File: src/rtl/pkt_stream_arbiter.sv
// Round-robin packet arbiter: one of NUM_PORTS streams owns the output from SOP through EOP.
// Define PKT_WATCHDOG_EN to truncate packets longer than MAX_PKT_BEATS and flush their tail.
module pkt_stream_arbiter #(
  parameter int unsigned NUM_PORTS     = 2,
  parameter int unsigned DATA_WIDTH    = 64,
  parameter int unsigned EMPTY_WIDTH   = 3,
  parameter int unsigned MAX_PKT_BEATS = 256
) (
  input  logic                             clk,
  input  logic                             reset,
  input  logic [NUM_PORTS*DATA_WIDTH-1:0]  in_data,
  input  logic [NUM_PORTS-1:0]             in_valid,
  input  logic [NUM_PORTS-1:0]             in_sop,
  input  logic [NUM_PORTS-1:0]             in_eop,
  input  logic [NUM_PORTS*EMPTY_WIDTH-1:0] in_empty,
  output logic [NUM_PORTS-1:0]             in_ready,
  output logic [DATA_WIDTH-1:0]            out_data,
  output logic                             out_valid,
  output logic                             out_sop,
  output logic                             out_eop,
  output logic [EMPTY_WIDTH-1:0]           out_empty,
  input  logic                             out_ready,
`ifdef PKT_WATCHDOG_EN
  output logic                             wd_err,
`endif
  output logic [1:0]                       grant_id,
  output logic                             busy,
  output logic [31:0]                      pkt_count,
  output logic [15:0]                      drop_count
);

  if (NUM_PORTS < 2 || NUM_PORTS > 4) begin : g_bad_num_ports
    $error("pkt_stream_arbiter: NUM_PORTS must be in 2..4");
  end
  if (MAX_PKT_BEATS < 2) begin : g_bad_max_beats
    $error("pkt_stream_arbiter: MAX_PKT_BEATS must be at least 2");
  end

  typedef enum logic [1:0] {
    StIdle,
    StPass
`ifdef PKT_WATCHDOG_EN
    , StFlush
`endif
  } state_e;

  state_e state_q;
  logic [1:0] ptr_q;

  // Granted-port view of the inputs
  logic                   g_valid;
  logic                   g_sop;
  logic                   g_eop;
  logic [DATA_WIDTH-1:0]  g_data;
  logic [EMPTY_WIDTH-1:0] g_empty;

  logic [NUM_PORTS-1:0] req;
  logic [NUM_PORTS-1:0] orphan;
  logic                 win_found;
  logic [1:0]           win_idx;
  logic [1:0]           ptr_next;
  logic                 xfer;
  logic [2:0]           drop_add;
  logic [16:0]          drop_sum;

`ifdef PKT_WATCHDOG_EN
  localparam int unsigned BeatW = $clog2(MAX_PKT_BEATS) + 1;
  logic [BeatW-1:0] beat_q;
  logic             wd_last;
`endif

  always_comb begin
    g_valid = 1'b0;
    g_sop   = 1'b0;
    g_eop   = 1'b0;
    g_data  = '0;
    g_empty = '0;
    for (int i = 0; i < NUM_PORTS; i++) begin
      if (grant_id == 2'(i)) begin
        g_valid = in_valid[i];
        g_sop   = in_sop[i];
        g_eop   = in_eop[i];
        g_data  = in_data[i*DATA_WIDTH +: DATA_WIDTH];
        g_empty = in_empty[i*EMPTY_WIDTH +: EMPTY_WIDTH];
      end
    end
  end

  // Two passes give "first requester at or after the pointer, wrapping".
  always_comb begin
    req       = in_valid & in_sop;
    orphan    = in_valid & ~in_sop;
    win_found = 1'b0;
    win_idx   = 2'd0;
    for (int i = 0; i < NUM_PORTS; i++) begin
      if (!win_found && req[i] && (2'(i) >= ptr_q)) begin
        win_found = 1'b1;
        win_idx   = 2'(i);
      end
    end
    for (int i = 0; i < NUM_PORTS; i++) begin
      if (!win_found && req[i]) begin
        win_found = 1'b1;
        win_idx   = 2'(i);
      end
    end
  end

  assign ptr_next = (grant_id == 2'(NUM_PORTS - 1)) ? 2'd0 : grant_id + 2'd1;
  assign xfer     = (state_q == StPass) && g_valid && out_ready;

`ifdef PKT_WATCHDOG_EN
  assign wd_last = (beat_q == BeatW'(MAX_PKT_BEATS - 1)) && !g_eop;
`endif

  // Orphan beats are only dropped (and counted) while idle; saturating add.
  always_comb begin
    drop_add = 3'd0;
    if (state_q == StIdle) begin
      for (int i = 0; i < NUM_PORTS; i++) begin
        drop_add = drop_add + {2'b00, orphan[i]};
      end
    end
    drop_sum = {1'b0, drop_count} + {14'd0, drop_add};
  end

  always_comb begin
    in_ready = '0;
    unique case (state_q)
      StIdle: in_ready = orphan;
      StPass: begin
        for (int i = 0; i < NUM_PORTS; i++) begin
          if (grant_id == 2'(i)) in_ready[i] = out_ready;
        end
      end
`ifdef PKT_WATCHDOG_EN
      StFlush: begin
        for (int i = 0; i < NUM_PORTS; i++) begin
          if (grant_id == 2'(i)) in_ready[i] = 1'b1;
        end
      end
`endif
      default: in_ready = '0;
    endcase
  end

  always_comb begin
    out_valid = 1'b0;
    out_sop   = 1'b0;
    out_eop   = 1'b0;
    out_data  = '0;
    out_empty = '0;
    if (state_q == StPass) begin
      out_valid = g_valid;
      out_sop   = g_sop;
      out_data  = g_data;
`ifdef PKT_WATCHDOG_EN
      out_eop   = g_eop | wd_last;
      out_empty = wd_last ? '0 : g_empty;
`else
      out_eop   = g_eop;
      out_empty = g_empty;
`endif
    end
  end

  always_ff @(posedge clk) begin
    if (reset) begin
      state_q    <= StIdle;
      ptr_q      <= 2'd0;
      grant_id   <= 2'd0;
      busy       <= 1'b0;
      pkt_count  <= '0;
      drop_count <= '0;
`ifdef PKT_WATCHDOG_EN
      beat_q     <= '0;
      wd_err     <= 1'b0;
`endif
    end else begin
      drop_count <= drop_sum[16] ? 16'hFFFF : drop_sum[15:0];
      unique case (state_q)
        StIdle: begin
          if (win_found) begin
            grant_id <= win_idx;
            busy     <= 1'b1;
            state_q  <= StPass;
`ifdef PKT_WATCHDOG_EN
            beat_q   <= '0;
`endif
          end
        end
        StPass: begin
          if (xfer) begin
`ifdef PKT_WATCHDOG_EN
            beat_q <= beat_q + 1'b1;
`endif
            if (g_eop) begin
              pkt_count <= pkt_count + 32'd1;
              ptr_q     <= ptr_next;
              busy      <= 1'b0;
              state_q   <= StIdle;
            end
`ifdef PKT_WATCHDOG_EN
            else if (wd_last) begin
              // Truncated packet is closed downstream; the tail is absorbed in StFlush.
              pkt_count <= pkt_count + 32'd1;
              wd_err    <= 1'b1;
              busy      <= 1'b0;
              state_q   <= StFlush;
            end
`endif
          end
        end
`ifdef PKT_WATCHDOG_EN
        StFlush: begin
          if (g_valid && g_eop) begin
            ptr_q   <= ptr_next;
            state_q <= StIdle;
          end
        end
`endif
        default: state_q <= StIdle;
      endcase
    end
  end

endmodule

File: config.mk
export PLATFORM = sky130hd
export DESIGN_NAME = pkt_stream_arbiter
export DESIGN_NICKNAME = d
export VERILOG_FILES = /design/src/rtl/pkt_stream_arbiter.sv
export SDC_FILE = /design/constraint.sdc
export NUM_CORES = 1
export LEC_CHECK = 0
export CAP_MARGIN = 20
export CORE_AREA = 2 2 103 105
export CTS_BUF_LIST = sky130_fd_sc_hd__clkbuf_8
export CTS_CLUSTER_DIAMETER = 60
export CTS_CLUSTER_SIZE = 20
export DETAILED_ROUTE_END_ITERATION = 7
export DIE_AREA = 0 0 105 107
export GPL_TIMING_DRIVEN = 1
export PLACE_DENSITY_LB_ADDON = 0.1
export RECOVER_POWER = 25
export SLEW_MARGIN = 15
export SYNTH_ARGS = -nofsm -noshare
export SYNTH_HDL_FRONTEND = slang
export SYNTH_SLANG_ARGS = --single-unit
File: constraint.sdc
create_clock -name clk -period 4.5 [get_ports clk]
set_input_delay 0.45 -clock clk [delete_from_list [all_inputs] [get_ports clk]]
set_output_delay 0.45 -clock clk [all_outputs]
set_load 0.1 [all_outputs]
# Yosys cells after proc, flatten, opt, wreduce, memory -nomap -nowiden
# Index checks and enable logic that the tools add are counted.
totals:
  ff_bits: 55
  latchBits: 0
  mem_bits_rw: 0
  mem_bits_ro: 0
  mem_count: 0
op_classes:
  addsub: 4
  n_mul: 0
  div: 0
  order_cmp: 2
  eq_ne: 5
  shifts: 0
  muxes: 36
  n_bitwise: 3
  reduce_logical: 17
op_table:
  columns: ["operator", "count"]
  rows:
  - ["$mux 64", 3]
  - ["$add 32x1->32 const B", 1]
  - ["$mux 1", 19]
  - ["$add 16x3->17", 1]
  - ["$mux 16", 1]
  - ["$mux 2", 7]
  - ["$mux 3", 3]
  - ["$pmux 2 s2", 2]
  - ["$logic_and 1x1->1", 7]
  - ["$ne 2x2->1 const B", 3]
  - ["$reduce_and 3->1", 2]
  - ["$and 2x2->2", 2]
  - ["$eq 2x1->1 const B", 2]
  - ["$ge 1x2->1 const A", 2]
  - ["$logic_not 2->1", 2]
  - ["$reduce_and 4->1", 1]
  - ["$logic_not 1->1", 3]
  - ["$add 1x1->2", 1]
  - ["$add 2x1->2 const B", 1]
  - ["$not 2->2", 1]
  - ["$pmux 1 s2", 1]
  - ["$reduce_and 2->1", 1]
  - ["$reduce_bool 2->1", 1]

# Logic depth before layout (Yosys ltp)
logic_depth:
  ltp_word: 15
  depth_mapped: 11

# Worst setup path after synthesis
# No wires, ideal clock.
synth_path:
  path_type: "register to output"
  startpoint: "reg grant_id[0]"
  endpoint: "out out_data[0]"
  arrival_ps: 3122
  required_ps: 4050
  slack_ps: 928
  path_stages_with_launch: 5
  path_buffers: 2
  cell_sequence: "dfxtp_1 buf_4 clkbuf_1 mux2i_1 nor2_1"
synth_via:
  elab_chain_cells: 4
  elab_cells_between_ends: 5
  cone_classes: "eq/ne (1); mux (3); reduce/logical (1)"
synth_rtl:
  columns: ["element", "line_no", "rtl"]
  rows:
  - ["start: declaration", "26", "output logic [1:0] grant_id,"]
  - ["start signal: assignment", "184", "grant_id <= win_idx;"]
  - ["$logic_not 2->1", "79", "if (grant_id == 2'(i)) begin"]
  - ["$mux 64", "79", null]
  - ["$mux 64 *", "79", null]
  - ["$mux 64 *", "153", "if (state_q == StPass) begin"]
  - ["end: declaration", "17", "output logic [DATA_WIDTH-1:0] out_data,"]
# Mark *: on every way between the ends. The rest lies on a longest branch, timed or not.

# Final worst setup path
layout_path:
  startpoint: "reg grant_id[0]"
  endpoint: "out out_data[11]"
# Same word-level chain as after synthesis.

==> reports/qor.yml <==
timing:
  unrepaired_setup_endpoints_after_global_routing: "no"
  timing.clock.skew_ns: 0.0115
  setup_violations: 0
  final_max_slew_viol_count: 0
  timing.slew.headroom: 0.260
  layout_worst_path_cycle_share: 0.769
  final_critical_path_setup_slack_ns: 1.04
  finalHoldViolCount: 0
  post-route-min-period_ns: 3.46
  timing.fmax_mhz: 289
  fin_setup_tns_ns: 0
  worst_slew_pin_slew_ns: 1.11
floorplan:
  rows: 37
  boundaryPins: 266
  floorplan.initialDensity: 0.350
  chipWidth_um: 105
  core_area_mm2: 0.0101
  dieArea_mm2: 0.0112
  die_y_um: 107
synthesis:
  synth_cell_type_count: 43
  synth_simple_gate_area_share: 0.296
  synth_fp_nets: 588
  synth.cell_area_mm2: 0.00353
  synth.top_cell.area_share: 0.289
  synth_largest_area_cell: "sky130_fd_sc_hd__dfxtp_1"
  synth.yosys.warnings: 0
  synth_top_family_by_area: "simple AND/OR/NAND/NOR gates"
  synth_compound_gate_area_share: 0.0605
  synthesis.instances: 440
  synth.area.mux_share: 0.217
  synth-edff-count: 0
  ys.flop_type: "sky130_fd_sc_hd__dfxtp_1"
  synth_area_in_adders: 0.0198
  postSynthRegisterBits: 51
  synthXorXnorAreaFrac: 0.0768
  synthesis.area_per_instance_um2: 8.03
  ys_top_cells_by_area: "sky130_fd_sc_hd__dfxtp_1 (29%), sky130_fd_sc_hd__mux2i_1 (20%), sky130_fd_sc_hd__nor2_1 (11%), sky130_fd_sc_hd__xor2_1 (4.2%), sky130_fd_sc_hd__xnor2_1 (3.5%)"
  synth_seq_area_share: 0.289
  ys_async_sr_fraction: 0
grt:
  grt_start_max_net_pins: 63
  grt_use_total: 0.250
  global_route_wire_length_before_repair_um: 21900
  antenna_violations_before_repair: 0
  globalRoute.totalOverflow: 0
  number_of_global_route_vias_before_repair: 3982
detailed_routing:
  drtPass1Iterations: 4
  drt_iter0_drc: 132
  avgViaCountPerCell: 5.06
  vias: 4165
  drt_wl_total_um: 14500
  routed_wire_length_per_instance_um: 17.6
  antenna_violating_nets_remaining: 0
  drt_drc_violations_left: 0
layout:
  num_antenna_cells: 0
  area_growth_synth_to_finish_pct: 79.3
  layout.cells.most_common: "sky130_fd_sc_hd__clkdlybuf4s50_1"
  final_cell_mix: "sky130_fd_sc_hd__clkdlybuf4s50_1 (221), sky130_fd_sc_hd__nor2_1 (102), sky130_fd_sc_hd__mux2i_1 (71)"
  finish.cell_count_without_fillers: 823
  drive_above_1_share: 0.0480
  finalNetCount: 835
cts:
  worst_setup_hold_path_clk_slew_ns: 0.08
  cts_max_level: 2
  clk_root_buffer_cell: "sky130_fd_sc_hd__clkbuf_8"
  clock_latency_ns: 0.30
  post-cts-setup-buffers: 0
  tritoncts.num_buffers: 5
  cts.sink_count: 51
  tritoncts: "yes"
  post_cts_resize_count: 0
  post_cts_hold_buffer_count: 0
  ctsLongestPathBuffers: 2
placed_design:
  preCtsSetupSlack_ns: 0.840
  place_inst: 816
  post-dp-hpwl_um: 12200
  numPortBuffers: 264
  place_congestion: 0.937
worst_setup_path:
  timing.critical_path.arrival_ns: 3.01
  worstSetupEndpointType: "primary output"
  worstPathRequired_ns: 4.05
  critical_path_peak_fanout: 51
  startpoint_type: "register"
  path_class: "reg -> out"
status:
  run_status: "complete, no violations"
power:
  fin_total_pwr_w: 0.00145
  pwr_density_cell_mw_per_mm2: 229
  leakage_nw: 2.39
  vdd_drop_max_v: 0.000138
min_path:
  hold_path_class: "reg -> reg"
flow_run:
  cap_violations: 0
worst max-delay path, stage by stage, from the launching register on:
cell and delay (ns):
sky130_fd_sc_hd__dfxtp_4 0.88, sky130_fd_sc_hd__buf_4 0.40, sky130_fd_sc_hd__mux2i_1 0.16, sky130_fd_sc_hd__nor2_1 0.11, sky130_fd_sc_hd__clkdlybuf4s50_1 1.15
worst paths after layout:
path              cells after the start                          to  slack [ns]                startpoint
setup reg to reg                      5  pkt_count[30]$_SDFFE_PP0P_        1.47  grant_id[0]$_SDFFE_PP0P_
hold / removal                        2       ptr_q[0]$_SDFFE_PP0P_        0.51     ptr_q[0]$_SDFFE_PP0P_
hold reg to reg                       2       ptr_q[0]$_SDFFE_PP0P_        0.51     ptr_q[0]$_SDFFE_PP0P_
setup / recovery                      4                out_data[11]        1.04  grant_id[0]$_SDFFE_PP0P_
sequential cells by signal (all words and copies together), names as in the netlist:
signal,cells
grant_id,1
ptr_q,1
busy,1
pkt_count,32
drop_count,16
area by class of cell:
| type | instances | area [um^2] |
|---|---|---|
| clock inverter | 2 | 13.8 |
| clock buffer | 5 | 68.8 |
| sequential | 51 | 1020 |
| fill | 893 | 3750 |
| multi-input combinational | 354 | 2370 |
| timing repair buffer | 267 | 2660 |
| inverter | 8 | 30.0 |
| tap | 136 | 170 |
Yosys cell counts (5+ instances only):
cell,n
sky130_fd_sc_hd__a21oi_1,23
sky130_fd_sc_hd__and3_1,12
sky130_fd_sc_hd__clkbuf_1,21
sky130_fd_sc_hd__dfxtp_1,51
sky130_fd_sc_hd__inv_1,8
sky130_fd_sc_hd__mux2_2,5
sky130_fd_sc_hd__mux2i_1,71
sky130_fd_sc_hd__nand2_1,15
sky130_fd_sc_hd__nand3_1,18
sky130_fd_sc_hd__nand4_1,17
sky130_fd_sc_hd__nor2_1,102
sky130_fd_sc_hd__nor2b_1,9
sky130_fd_sc_hd__nor4_2,6
sky130_fd_sc_hd__xnor2_1,14
sky130_fd_sc_hd__xor2_1,17
kinds of logic after synthesis:
logic type,after synthesis
XOR/XNOR,31
flip-flops,51
multiplexers,76
AND/OR/NAND/NOR,204
AO/OA/AOI/OAI,37
other,1
adder cells (fa/ha/maj),5
buffers and inverters,35
routing by layer:
metal  up-vias  share of wire  track usage  routed length, um
li1       2020              -            -                  -
met1      1941           0.43        0.329               6240
met3        18          0.090       0.0736               1310
met4         0          0.024       0.0629                344
met2       186           0.45        0.400               6580
met5         -              0            0                  0
power breakdown:
group	switching, W	total, W	internal [W]
Clock	0.000151	0.000258	0.000107
Combinational	0.000486	0.000721	0.000234
Sequential	0.0000166	0.000472	0.000455
stage by stage:
step                hold slack [ns]   util  area (um^2)
floorplan                     0.479      -         3530
detailed placement            0.500  0.620         6260
finish                        0.510  0.628         6340
global placement              0.495  0.620         6260
CTS                           0.512  0.628         6340
global route                  0.527  0.628         6340
No activity file was read; power rests on OpenSTA's default activity.
